[src/rtl/mod_keystore_if.sv]
// Bus bundle for the AES round-key store: write/read strobes in, read data and status out.
interface mod_keystore_if #(
    parameter int DATA_W = 128,
    parameter int ADDR_W = 4
);
    logic              clr_keyStore;
    logic [1:0]        mode_keyStore;
    logic [DATA_W-1:0] inp_keyStore;
    logic              wrEn_keyStore;
    logic              rdEn_keyStore;
    logic [ADDR_W-1:0] addr_keyStore;
    logic              dir_keyStore;
    logic [DATA_W-1:0] outp_keyStore;
    logic              outp_valid;
    logic              full_keyStore;
    logic [ADDR_W-1:0] key_cnt;
    logic [1:0]        err_keyStore;

    modport master (
        output clr_keyStore, mode_keyStore, inp_keyStore, wrEn_keyStore,
               rdEn_keyStore, addr_keyStore, dir_keyStore,
        input  outp_keyStore, outp_valid, full_keyStore, key_cnt, err_keyStore
    );

    modport slave (
        input  clr_keyStore, mode_keyStore, inp_keyStore, wrEn_keyStore,
               rdEn_keyStore, addr_keyStore, dir_keyStore,
        output outp_keyStore, outp_valid, full_keyStore, key_cnt, err_keyStore
    );
endinterface

[src/rtl/mod_keystore.sv]
// AES round-key store: sequential fill of up to NK keys, 1-cycle reads in
// forward or reversed (decrypt) order, sticky overflow / invalid-read flags.
module mod_keystore #(
    parameter int DATA_W = 128,
    parameter int DEPTH  = 15,
    parameter int ADDR_W = 4
) (
    input  logic           clk,
    input  logic           reset,
    mod_keystore_if.slave  ks
);

    logic [1:0]        mode_reg;
    logic [ADDR_W-1:0] cnt_reg;
    logic [1:0]        err_reg;
    logic [DATA_W-1:0] outp_reg;
    logic              valid_reg;
    logic [DATA_W-1:0] slot_reg [DEPTH];

    logic [1:0]        mode_eff;
    logic [ADDR_W-1:0] nk;
    logic              wr_ok;
    logic              wr_ovf;
    logic [ADDR_W-1:0] rd_slot;
    logic              rd_bad;
    logic [DEPTH-1:0]  slot_we;

    function automatic logic [ADDR_W-1:0] nk_of(input logic [1:0] m);
        case (m)
            2'd0:    return ADDR_W'(11);
            2'd1:    return ADDR_W'(13);
            default: return ADDR_W'(15);
        endcase
    endfunction

    // Until the first key lands the live mode decides NK; afterwards the latched one does.
    assign mode_eff = (cnt_reg == '0) ? ks.mode_keyStore : mode_reg;
    assign nk       = nk_of(mode_eff);

    assign wr_ok  = ks.wrEn_keyStore && !ks.clr_keyStore && (cnt_reg < nk);
    assign wr_ovf = ks.wrEn_keyStore && !ks.clr_keyStore && !(cnt_reg < nk);

    // Decrypt order mirrors the index; out-of-range addresses wrap but are masked by rd_bad.
    assign rd_slot = ks.dir_keyStore ? (nk - ADDR_W'(1) - ks.addr_keyStore) : ks.addr_keyStore;
    assign rd_bad  = (ks.addr_keyStore >= nk) || (rd_slot >= cnt_reg);

    genvar gi;
    generate
        for (gi = 0; gi < DEPTH; gi++) begin : g_slot_we
            assign slot_we[gi] = wr_ok && (cnt_reg == ADDR_W'(gi));
        end
    endgenerate

    always_ff @(posedge clk or posedge reset) begin
        if (reset) begin
            for (int i = 0; i < DEPTH; i++) begin
                slot_reg[i] <= '0;
            end
        end else begin
            for (int i = 0; i < DEPTH; i++) begin
                if (slot_we[i]) begin
                    slot_reg[i] <= ks.inp_keyStore;
                end
            end
        end
    end

    always_ff @(posedge clk or posedge reset) begin
        if (reset) begin
            cnt_reg   <= '0;
            mode_reg  <= '0;
            err_reg   <= '0;
            outp_reg  <= '0;
            valid_reg <= 1'b0;
        end else if (ks.clr_keyStore) begin
            cnt_reg   <= '0;
            mode_reg  <= '0;
            err_reg   <= '0;
            outp_reg  <= '0;
            valid_reg <= 1'b0;
        end else begin
            valid_reg <= ks.rdEn_keyStore;
            // Read sees pre-write state, so a same-slot write is reported invalid.
            if (ks.rdEn_keyStore) begin
                outp_reg <= rd_bad ? '0 : slot_reg[rd_slot];
                if (rd_bad) begin
                    err_reg[1] <= 1'b1;
                end
            end
            if (wr_ovf) begin
                err_reg[0] <= 1'b1;
            end
            if (wr_ok) begin
                cnt_reg <= cnt_reg + ADDR_W'(1);
                if (cnt_reg == '0) begin
                    mode_reg <= ks.mode_keyStore;
                end
            end
        end
    end

    assign ks.outp_keyStore = outp_reg;
    assign ks.outp_valid    = valid_reg;
    assign ks.key_cnt       = cnt_reg;
    assign ks.err_keyStore  = err_reg;
    assign ks.full_keyStore = (cnt_reg == nk);

endmodule
[src/flat_wrapper.sv]
// flat-port wrapper written by rule: the top's interface ports become plain ports
module mod_keystore_flat 
#(
    parameter int DATA_W = 128,
    parameter int DEPTH  = 15,
    parameter int ADDR_W = 4
)
  (clk, reset, ks_clr_keyStore, ks_mode_keyStore, ks_inp_keyStore, ks_wrEn_keyStore, ks_rdEn_keyStore, ks_addr_keyStore, ks_dir_keyStore, ks_outp_keyStore, ks_outp_valid, ks_full_keyStore, ks_key_cnt, ks_err_keyStore);
  mod_keystore_if #(.DATA_W(DATA_W), .ADDR_W(ADDR_W)) ks_i ();
  input  logic clk;
  input  logic reset;
  input wire logic [$bits(ks_i.clr_keyStore)-1:0] ks_clr_keyStore;
  input wire logic [$bits(ks_i.mode_keyStore)-1:0] ks_mode_keyStore;
  input wire logic [$bits(ks_i.inp_keyStore)-1:0] ks_inp_keyStore;
  input wire logic [$bits(ks_i.wrEn_keyStore)-1:0] ks_wrEn_keyStore;
  input wire logic [$bits(ks_i.rdEn_keyStore)-1:0] ks_rdEn_keyStore;
  input wire logic [$bits(ks_i.addr_keyStore)-1:0] ks_addr_keyStore;
  input wire logic [$bits(ks_i.dir_keyStore)-1:0] ks_dir_keyStore;
  output wire logic [$bits(ks_i.outp_keyStore)-1:0] ks_outp_keyStore;
  output wire logic [$bits(ks_i.outp_valid)-1:0] ks_outp_valid;
  output wire logic [$bits(ks_i.full_keyStore)-1:0] ks_full_keyStore;
  output wire logic [$bits(ks_i.key_cnt)-1:0] ks_key_cnt;
  output wire logic [$bits(ks_i.err_keyStore)-1:0] ks_err_keyStore;
  assign ks_i.clr_keyStore = ks_clr_keyStore;
  assign ks_i.mode_keyStore = ks_mode_keyStore;
  assign ks_i.inp_keyStore = ks_inp_keyStore;
  assign ks_i.wrEn_keyStore = ks_wrEn_keyStore;
  assign ks_i.rdEn_keyStore = ks_rdEn_keyStore;
  assign ks_i.addr_keyStore = ks_addr_keyStore;
  assign ks_i.dir_keyStore = ks_dir_keyStore;
  assign ks_outp_keyStore = ks_i.outp_keyStore;
  assign ks_outp_valid = ks_i.outp_valid;
  assign ks_full_keyStore = ks_i.full_keyStore;
  assign ks_key_cnt = ks_i.key_cnt;
  assign ks_err_keyStore = ks_i.err_keyStore;
  mod_keystore #(.DATA_W(DATA_W), .DEPTH(DEPTH), .ADDR_W(ADDR_W)) u_core (.clk(clk), .reset(reset), .ks(ks_i));
endmodule
[config.mk]
export PLATFORM = sky130hd
export DESIGN_NAME = mod_keystore_flat
export DESIGN_NICKNAME = d
export VERILOG_FILES = /design/src/rtl/mod_keystore_if.sv /design/src/rtl/mod_keystore.sv /design/src/flat_wrapper.sv
export SDC_FILE = /design/constraint.sdc
export NUM_CORES = 2
export LEC_CHECK = 0
export CORE_ASPECT_RATIO = 1.4
export CORE_MARGIN = 2
export CORE_UTILIZATION = 30
export DETAILED_ROUTE_END_ITERATION = 10
export GPL_ROUTABILITY_DRIVEN = 1
export GPL_TIMING_DRIVEN = 0
export HOLD_SLACK_MARGIN = 0.03
export PLACE_DENSITY = 0.41
export SYNTH_ARGS = -nofsm -noshare
export SYNTH_HDL_FRONTEND = slang
export SYNTH_SLANG_ARGS = --single-unit
[constraint.sdc]
create_clock -name clk -period 210.2 [get_ports clk]
set_clock_uncertainty 0.05 [all_clocks]
set_input_delay 42.04 -clock clk [delete_from_list [all_inputs] [get_ports clk]]
set_output_delay 42.04 -clock clk [all_outputs]
set_load 0.02 [all_outputs]
==> results.md <==
* Outcome: complete, but fails checks
* Failing checks: max-capacitance violations, max-slew violations
* Routability cong. at 0.789
* Startpoint Class: input pin
* Vias in the first global route at 63,231
* Post-synthesis sequential area ratio at 56.1%
* Filler Cell Count at 29,924
* Worst setup EP type: output pin
* Sink Count at 2,057
* P&R area growth vs syn at 17.6%
* Largest net degree at the start of global routing at 127
* Max-slew violations at 22
* Post-Place Setup Slack at 124.00 ns
* Starting Density at 30.1%
* Clock power share at 41.2%
* Clk_lat worst skew at 0.90 ns
* Post_cts resized at 0
* HPWL after DPL at 228,000 um
* Synthesized area per cell at 13.3 sq um
* Placement-stage cell area at 100,000 sq um
* DIE HEIGHT at 658 um
* I/O Pins at 276
* Hold_sp: u_core.slot_reg[195]
* Synth Register Bits at 2,057
* Crit-path cells: clkdlybuf4s50_1, nand3b_1, o21a_1, inv_1, ha_1, and4_1, clkdlybuf4s50_1
* Flop pwr share at 44.6%
* Drt drc at 0
* Worst Reg-to-Reg Cells at 22
* Rows at 240
* CP max stage delay at 0.62 ns
* Unrepaired setup endpoints after global routing: no
* Final worst slack at 124.03 ns
* Worst Path Max Fanout at 3
* DR vias/cell at 5.09
* Worst Hold Path EP: u_core.slot_reg[195]
* R2r endpoint: u_core.ks.outp_keyStore[0]
* Worst vdd ir at 0.00657 mV
* M1 WL at 134,000 um
* CTS tree: yes
* Total track usage at 20.8%
* Mapped Cells at 6,883
* First-pass GRT wire length at 467,000 um
* Synthesized cell area at 91,700 sq um
* Flop-to-flop setup slack at 202.03 ns
* Met3 WL post-DR at 14,800 um
* Total net switching power at 280 uW
* Detailed Route Iter0 Violations at 3,416
* WL met2 at 165,000 um
* Die area at 310,000 sq um
* Distinct cells, synth at 47
* First-pass iteration count of the detailed router at 7
* Die Width at 471 um
* Final WL at 326,000 um
* CP most frequent cell: clkdlybuf4s50_1
* Yosys warns at 0
* Worst hold stages at 1
* # Post-CTS Setup Buffers at 0
* Worst Tran Pin Value at 1.54 ns
* Post-CTS Hold Buffers at 0
* Share of cells above drive strength 1 at 34.4%
* Power per cell area at 9.42 nW/um^2
* Final worst-path cycle share at 41.0%
* Setup TNS at 0 ns
* Leakage power at 0.0505 uW
* PortBufs at 275
* Reg-to-reg critical path startpoint: u_core.ks.key_cnt[0]
* Switching part of the total at 27.6%
* Setup violations, final at 0
* Crit path arrival time at 44.08 ns
* Initial antenna violation count at 51
* Data required, critical path at 168.11 ns
* Combinational share of power at 14.2%
* Hold Crit Class: reg2reg
* Design area at 108,000 sq um
* DR vias at 59,094
* Congestion Overflow GR at 0
* Wire per inst at 28.1 um
* Slew headroom at -2.72%
* Max frequency at 11.6 MHz
* Post-layout min period at 86.17 ns
* Internal power at 735 uW
* Max-cap viol count at 2
* Final Hold Fails at 0
* Post-DRT Antenna Nets at 0
* Final Util at 35.4%
* Syn_nets at 7,038
* Overall Power at 1020 uW
* CTS Root Cell: clkbuf_16
* Htree depth at 4
* Critical path class: in2out
* Max Root-Sink Buffers at 4
* NumNets Final at 7,569
* Max reg flops at 1,920
* Core footprint at 305,000 sq um
* Clk slew on worst S/H paths at 0.06 ns
* CTS Buf Count at 230
* CP max-delay cell: clkdlybuf4s50_1
* DR top layer: met5
[how the worst max path moves through the flow]
stage | slack (ns) | cells after the start | from | endpoint
floorplan | 110.01 | 1 | reset | u_core.ks.err_keyStore[0]
CTS | 123.99 | 7 | ks_mode_keyStore[1] | ks_full_keyStore
detailed placement | 124.00 | 7 | ks_mode_keyStore[1] | ks_full_keyStore
global placement | 83.66 | 2 | reset | u_core.slot_reg[1215]
finish | 124.03 | 7 | ks_mode_keyStore[1] | ks_full_keyStore
global route | 123.88 | 7 | ks_mode_keyStore[1] | ks_full_keyStore
[cell type report]
type,count,area [sq um],area share (%)
Clock inverter,73,955,0.886
Inverter,13,56.3,0.0522
Multi-Input combinational cell,4178,37500,34.8
Timing Repair Buffer,299,3380,3.14
Buffer,635,2640,2.45
Sequential cell,2057,51500,47.8
Tap cell,3993,5000,4.63
Clock buffer,338,6700,6.22
Antenna cell,22,55.1,0.0511
[power groups by stage]
stage	clock [uW]	sequential, uW	combinational (uW)
6_report	419	452	144
5_1_grt	447	456	156
4_1_cts	431	452	148
3_5_place_dp	0	459	148
3_3_place_gp	0	463	144
2_1_floorplan	0	458	88.9
[cell usage after synthesis, drive strengths merged]
library cell  count  share of area [%]
nand2b            7              0.048
a22oi             2              0.016
o21a              2              0.016
a21o              2              0.016
ha               14               0.19
o31a              1             0.0096
nor2             22               0.10
and4              3              0.029
a31oi             3              0.020
nor2b             3              0.020
xnor2             4              0.038
or2               1             0.0068
a32o             32               0.35
mux2           1920                 24
inv              13              0.053
a211oi            1             0.0082
o211ai            1             0.0082
dfrtp          2057                 56
a32oi           187                1.8
nand4             2              0.014
and3            127               0.87
buf             206                1.1
nor3              2              0.011
a21oi           260                1.4
a221oi           32               0.31
o21ai           133               0.73
nor4              1             0.0068
nand3             8              0.044
or3b              1             0.0096
o221ai            3              0.029
mux4            127                3.1
nand2           854                3.5
fa                1              0.022
clkbuf          429                1.8
a221o           125                1.4
mux2i           292                3.2
xor2              2              0.019
nand3b            1             0.0082
o31ai             2              0.016
[layer usage]
| layer | up-vias | global-route usage, % |
|---|---|---|
| li1 | 26053 | - |
| met1 | 31362 | 25.4 |
| met3 | 472 | 3.62 |
| met5 | - | 0 |
| met4 | 28 | 7.22 |
| met2 | 1179 | 36.6 |
[metrics by stage]
stage	hold WS [ns]	instances
after floorplan	0.421	6883
after global placement	0.428	11151
after detailed placement	0.434	11175
after CTS	0.448	11586
after global routing	0.452	11588
final	0.447	11608
[cell families after synthesis]
group	Yosys count	share of synthesized area, %
and+or+nand+nor	1032	4.66
xor gates and xnor gates	6	0.0573
AOI/OAI and AO/OA	786	6.09
DFF	2057	56.1
adders and majority gates	15	0.213
muxes	2339	29.9
buffers and inverters	648	2.92
[worst max-delay path: cells and delay by family]
kind	cells	cell delay, ns
AO/OA/AOI/OAI	1	0.21
adder cells (fa/ha/maj)	1	0.28
buffers and inverters	3	1.22
AND/OR/NAND/NOR	2	0.33
[cell usage in the layout, fill, tap and decap left out, types with 3 or more instances in the layout]
master,n
clkbuf_2,8
and4_1,3
buf_6,3
mux2i_1,291
and3_1,127
nand2b_1,7
clkbuf_16,231
o21ai_0,123
nor2b_1,3
a221oi_1,32
nand3_1,8
ha_1,14
buf_2,156
buf_1,39
inv_2,3
a32oi_1,187
nand2_1,854
buf_16,21
clkbuf_1,476
o221ai_1,3
a221o_1,125
clkbuf_8,52
nor2_1,19
a32o_1,32
o21ai_1,10
clkdlybuf4s50_1,275
buf_4,8
mux4_2,127
inv_1,9
a31oi_1,3
diode_2,22
mux2_2,1920
bufinv_16,21
dfrtp_1,2057
xnor2_1,4
clkinv_2,45
a21oi_1,260
No activity file was read; power rests on OpenSTA's default activity.
